<file path="src/rtl/mmio_uart_tx.sv">
// Memory-mapped 8N1 UART transmitter with a byte FIFO behind a BRAM-style data port.
// Define UART_TX_IRQ_EN to add the CTRL register at offset 3 and the level-sensitive irq output.
module mmio_uart_tx #(
  parameter int          FIFO_DEPTH  = 16,
  parameter logic [15:0] DEFAULT_DIV = 16'd867
) (
  input  logic        clk,
  input  logic        reset,
  input  logic        ena,
  input  logic [3:0]  wea,
  input  logic [1:0]  addra,
  input  logic [31:0] dina,
  output logic [31:0] douta,
`ifdef UART_TX_IRQ_EN
  output logic        irq,
`endif
  output logic        tx
);
  localparam int AW = $clog2(FIFO_DEPTH);
  localparam logic [AW:0] FULL_CNT = (AW+1)'(FIFO_DEPTH);

  typedef enum logic [1:0] {IDLE, START, DATA, STOP} state_t;
  state_t state, state_next;

  logic [7:0]    mem [FIFO_DEPTH];
  logic [AW-1:0] wr_ptr, rd_ptr;
  logic [AW:0]   count;
  logic          full, empty, busy, ovf;
  logic [15:0]   baud_div, baud_cnt;
  logic [2:0]    bit_idx;
  logic [7:0]    shreg;
  logic          push_req, push_ok, pop, ovf_clr;
  logic          bit_end, load_cnt, shift_en, tx_next;
  logic [31:0]   rdata;
  logic          unused_bits;

  assign unused_bits = ^{wea[3:2], dina[31:16]};

  assign full     = (count == FULL_CNT);
  assign empty    = (count == '0);
  assign busy     = (state != IDLE);
  assign push_req = ena && wea[0] && (addra == 2'd0);
  // A pop in the same cycle frees a slot, so a push into a full FIFO still lands.
  assign push_ok  = push_req && (!full || pop);
  assign ovf_clr  = ena && wea[0] && (addra == 2'd1) && dina[4];
  assign bit_end  = (baud_cnt == 16'd0);

  always_ff @(posedge clk or posedge reset) begin
    if (reset) begin
      wr_ptr <= '0;
      rd_ptr <= '0;
      count  <= '0;
      ovf    <= 1'b0;
    end else begin
      if (push_ok) wr_ptr <= wr_ptr + 1'b1;
      if (pop)     rd_ptr <= rd_ptr + 1'b1;
      if (push_ok && !pop)      count <= count + 1'b1;
      else if (!push_ok && pop) count <= count - 1'b1;
      if (push_req && full && !pop) ovf <= 1'b1;
      else if (ovf_clr)             ovf <= 1'b0;
    end
  end

  always_ff @(posedge clk) begin
    if (push_ok) mem[wr_ptr] <= dina[7:0];
  end

  always_ff @(posedge clk or posedge reset) begin
    if (reset) baud_div <= DEFAULT_DIV;
    else if (ena && (addra == 2'd2)) begin
      if (wea[0]) baud_div[7:0]  <= dina[7:0];
      if (wea[1]) baud_div[15:8] <= dina[15:8];
    end
  end

  always_ff @(posedge clk or posedge reset) begin
    if (reset) state <= IDLE;
    else       state <= state_next;
  end

  always_comb begin
    state_next = state;
    pop        = 1'b0;
    load_cnt   = 1'b0;
    shift_en   = 1'b0;
    tx_next    = 1'b1;
    case (state)
      IDLE: begin
        if (!empty) begin
          pop        = 1'b1;
          load_cnt   = 1'b1;
          state_next = START;
        end
      end
      START: begin
        tx_next = 1'b0;
        if (bit_end) begin
          load_cnt   = 1'b1;
          state_next = DATA;
        end
      end
      DATA: begin
        tx_next = shreg[0];
        if (bit_end) begin
          load_cnt = 1'b1;
          shift_en = 1'b1;
          if (bit_idx == 3'd7) state_next = STOP;
        end
      end
      STOP: begin
        if (bit_end) state_next = IDLE;
      end
      default: state_next = IDLE;
    endcase
  end

  // The counter reloads from the live divider at each bit boundary, so divider writes apply from the next bit.
  always_ff @(posedge clk or posedge reset) begin
    if (reset) begin
      baud_cnt <= 16'd0;
      bit_idx  <= 3'd0;
      tx       <= 1'b1;
    end else begin
      tx <= tx_next;
      if (load_cnt)     baud_cnt <= baud_div;
      else if (!bit_end) baud_cnt <= baud_cnt - 1'b1;
      if (pop)           bit_idx <= 3'd0;
      else if (shift_en) bit_idx <= bit_idx + 1'b1;
    end
  end

  always_ff @(posedge clk) begin
    if (pop)           shreg <= mem[rd_ptr];
    else if (shift_en) shreg <= {1'b0, shreg[7:1]};
  end

`ifdef UART_TX_IRQ_EN
  logic ie;

  always_ff @(posedge clk or posedge reset) begin
    if (reset) begin
      ie  <= 1'b0;
      irq <= 1'b0;
    end else begin
      if (ena && wea[0] && (addra == 2'd3)) ie <= dina[0];
      irq <= ie & empty & ~busy;
    end
  end
`endif

  always_comb begin
    rdata = '0;
    case (addra)
      2'd1:    rdata = {27'b0, ovf, busy, empty, full, 1'b0};
      2'd2:    rdata = {16'b0, baud_div};
`ifdef UART_TX_IRQ_EN
      2'd3:    rdata = {31'b0, ie};
`endif
      default: rdata = '0;
    endcase
  end

  // Read-first: douta captures register values as they were before this edge's writes.
  always_ff @(posedge clk or posedge reset) begin
    if (reset)    douta <= 32'd0;
    else if (ena) douta <= rdata;
  end

endmodule

</file>
<file path="config.mk">
export PLATFORM = sky130hd
export DESIGN_NAME = mmio_uart_tx
export DESIGN_NICKNAME = d
export VERILOG_FILES = /design/src/rtl/mmio_uart_tx.sv
export SDC_FILE = /design/constraint.sdc
export NUM_CORES = 1
export LEC_CHECK = 0
export CORE_MARGIN = 2
export CORE_UTILIZATION = 37
export CTS_CLUSTER_SIZE = 40
export DETAILED_ROUTE_END_ITERATION = 7
export SYNTH_ARGS = -nofsm -noshare
export SYNTH_HDL_FRONTEND = slang
export SYNTH_SLANG_ARGS = --single-unit
</file>
<file path="constraint.sdc">
create_clock -name clk -period 6 [get_ports clk]
set_clock_uncertainty 0.05 [all_clocks]
set_input_delay 1.8 -clock clk [delete_from_list [all_inputs] [get_ports clk]]
set_output_delay 1.8 -clock clk [all_outputs]
set_load 0.03 [all_outputs]
</file>
==> results summary <==
The count of maximum capacitance violations came out at 0. Of all flip-flops after synthesis, the portion carrying an async set or reset was 0.333. Ranked by total cell area, the synthesized netlist is headed by edfxtp_1, dfrtp_1, mux4_2, ha_1, mux2_2. In the layout the commonest cells are edfxtp_1, dfrtp_1, clkdlybuf4s50_1. The number of hold violations in the final report came to 0. The via count of the first global-routing pass came out at 4,884. The synthesized area per cell came out at 15.6 um^2. edfxtp_1 takes more of the synthesized area than any other cell. After layout, the minimum clock period comes to 4190 ps. Of the cells placed in the final design, the portion with a size suffix greater than 1 is 0.184.

The worst min-delay path category is flop to flop. The detailed-router iteration count before antenna repair came out at 4. Post-CTS timing repair inserted 0 buffers for setup. The number of nets still failing antenna checks after routing came out at 0. The number of buffers added to fix hold violations after cts came out at 0. Across the VDD grid, the largest voltage drop is 0.185 mV.

Of the total power, the share spent switching nets is 0.307. Setup repair after global routing left no endpoint under its margin. The later pin in the worst-skew pair is clocked with a latency of 490 ps.

The number of core rows came out at 56. The proportion of power drawn by flip-flops and latches came out at 0.414. The deepest level of the CTS H-tree is 1.

For this configuration, the core starts out at a cell density of 0.376. The pin count of the biggest net entering global routing came out at 45. The most frequently used flop master after synthesis is edfxtp_1. The antenna diode count is 0.

The internal power is 3.20 mW. The fraction of synthesized cell area taken by the top area cell type is 0.462. The total chip power came out at 4.61 mW. In this run the power density over the cells is 448 nW/um^2. The detailed router finished its first iteration with 402 violations. The per-cell routed wire length came out at 18.7 um. The total via count after detailed routing came out at 4,776. The maximum fanout encountered on the critical timing path came out at 33. Pin placement for this block handled 74 I/O pins. Of the total power, combinational logic draws 0.281. The count of port buffers added during placement came out at 39. The sum of overflow across all layers after global routing is 0. Among all stages on the critical path, the largest delay is contributed by clkdlybuf4s50_1. The required time reported for the critical path endpoint is 6360 ps. The net load switching power came out at 1.41 mW. The critical path's most frequent cell is buf_4.

The count of flip-flops with a built-in enable after synthesis is 136. The total negative slack came out at 0 ps. The clock network fraction of total power came out at 0.306. The final weighted congestion of routability-driven global placement is 0.778. The count of endpoints failing setup in the final report is 0. The area of all sequential standard cells came out at 5790 um^2. The area added between synthesis and finish is 16.5%. The half-perimeter wire length of the detailed placement result came out at 11.7 mm. The arrival time reported for the critical path endpoint came out at 4550 ps. Across every metal layer, demand over resource in global routing totals 0.146. After synthesis, the largest family of logic cells by area is multiplexers. STA classifies the critical path startpoint as a primary input. The adder-cell share of the synthesized area came out at 0.0320. The filler cells instantiated in the layout total 2,073. The initial antenna violation count is 0. The fmax came out at 0.239 GHz. The global-route wire length before repair is 28.0 mm. The multi-input combinational cell area came out at 2740 um^2. The core utilization of the finished layout is 0.438.

Dividing the detail-routed via count by the number of cells gives 5.03. The number of buffers inserted during clock tree synthesis is 22. The kind of end point of the critical path is a flop.

The period utilization is 0.698. The clock-pin transition on the worst setup and hold timing paths is 60 ps. The multiplexer share of the synthesized area is 0.136. Of the total synthesized cell area, the portion taken by XOR and XNOR cells is 0.0198. After synthesis, the netlist uses 58 different library cells. The number of remaining DRC errors came out at 0. Wires add up to 17.7 mm. The complex-gate fraction of the synthesized area is 0.0524. The worst stage delay on the critical path is 450 ps. Summed over all cells, the static leakage comes to 3.68 nW. The number of register bits inferred by synthesis came out at 204.

The cell sitting at the root of the clock tree is a clkbuf_16. The die is 158 um tall. TritonCTS built the clock tree.

The filler-free cell count of the finished design is 949. Once the clock tree was built, the resizer swapped 0 gates to a different size. The post-synthesis share of cell area spent on and, or, nand and nor gates came out at 0.0629. The post-synthesis instance area is 8830 um^2. The synthesis warning total is 0.

The type of the worst setup path is primary input to flop. The critical path goes through clkdlybuf4s50_1, buf_4, nand3_1, a31oi_1, buf_4, ha_1, inv_1, fa_1, a21o_1, a21oi_1, mux2i_1, xnor2_1. The run finished with clean final reports. The worst pin sits at a relative slew slack of 0.316. The clock sink total came out at 204. The net total in the final layout came out at 677. For the pin with the worst max-slew slack, the measured transition is 1020 ps. The die span in x came out at 158 um. The total instance count after detailed placement came out at 909.

The die area is 25,100 um^2. The cell count after synthesis came out at 566. The area of the core region is 23,500 um^2. The library cell used most frequently in the layout, excluding fill and tap cells, is edfxtp_1. The maximum root-to-sink buffer count came out at 3. The max-slew violation total from the final report is 0. The post-synthesis sequential area ratio came out at 0.656.
worst paths after layout:
check	depth (start not counted)	end	slack, ps	start
max in group asynchronous	3	baud_div[5]	3140	reset
min in group asynchronous	2	baud_div[13]	1800	reset
hold / removal	2	ovf	450	ovf
setup / recovery	12	count[4]	1810	ena
hold reg to reg	2	ovf	450	ovf
setup reg to reg	11	count[4]	2770	count[0]
worst max-delay path: cells and delay by family:
family	cells	cell delay (ps)
adders and majority gates	2	610
buffers and inverters	4	1060
xor gates and xnor gates	1	130
and+or+nand+nor	1	160
AOI/OAI and AO/OA	3	530
muxes	1	240
stage by stage:
stage	setup slack (ps)	hold WS [ps]	area, um^2
final	1810	447	10300
after global routing	1620	481	10300
after global placement	1370	409	9520
after floorplan	1920	379	8890
after CTS	1840	445	10300
after detailed placement	1360	432	9520
final cells by class:
cell class,count,area share
sequential,204,0.563
clock inverter,16,0.0174
tap,319,0.0388
clock buffer,24,0.0573
multi-input combinational,305,0.266
timing repair buffer,50,0.0460
inverter,31,0.0113
cells in the mapped netlist, types with 3 or more instances:
master	number
mux2_1	9
o22ai_1	4
ha_1	21
edfxtp_1	136
o21ai_1	9
nor3_1	9
or3_1	5
o2bb2ai_1	7
clkbuf_1	11
nand2_1	23
o221ai_1	6
o21ai_0	14
inv_1	28
dfrtp_1	61
xor2_1	6
nor2_1	19
a22oi_1	3
xnor2_1	14
nand4_1	6
mux2_2	18
nand2b_1	4
a21oi_1	12
buf_4	18
mux2i_1	16
nand3_1	19
dfstp_2	7
mux4_2	32
buf_2	9
power groups by stage:
stage	Combinational, mW	Sequential (mW)	Clock [mW]
final	1.30	1.91	1.41
after CTS	1.32	1.91	1.44
after floorplan	1.01	1.89	0
after global routing	1.42	1.93	1.49
after detailed placement	1.30	1.93	0
after global placement	1.26	1.92	0
sequential cells by signal, summed over array words and instances (netlist names):
name	flops
baud_cnt	16
baud_div	16
bit_idx	3
count	5
douta	16
mem	128
ovf	1
rd_ptr	4
shreg	8
state	2
tx	1
wr_ptr	4
per-layer routing:
metal | part of all wire | vias to the layer above | global-route usage
met4 | 0.016 | 0 | 0.0378
met1 | 0.47 | 2440 | 0.202
met5 | 0 | - | 0
met3 | 0.029 | 23 | 0.0182
met2 | 0.49 | 96 | 0.245
li1 | - | 2217 | -
cells by family after synthesis:
family / after synthesis
flops: 204
simple gates: 101
mux: 76
buf+inv: 72
compound gates: 70
fa+ha+maj: 22
xor+xnor: 20
other cells: 1
Power figures use the tool's default switching activity.
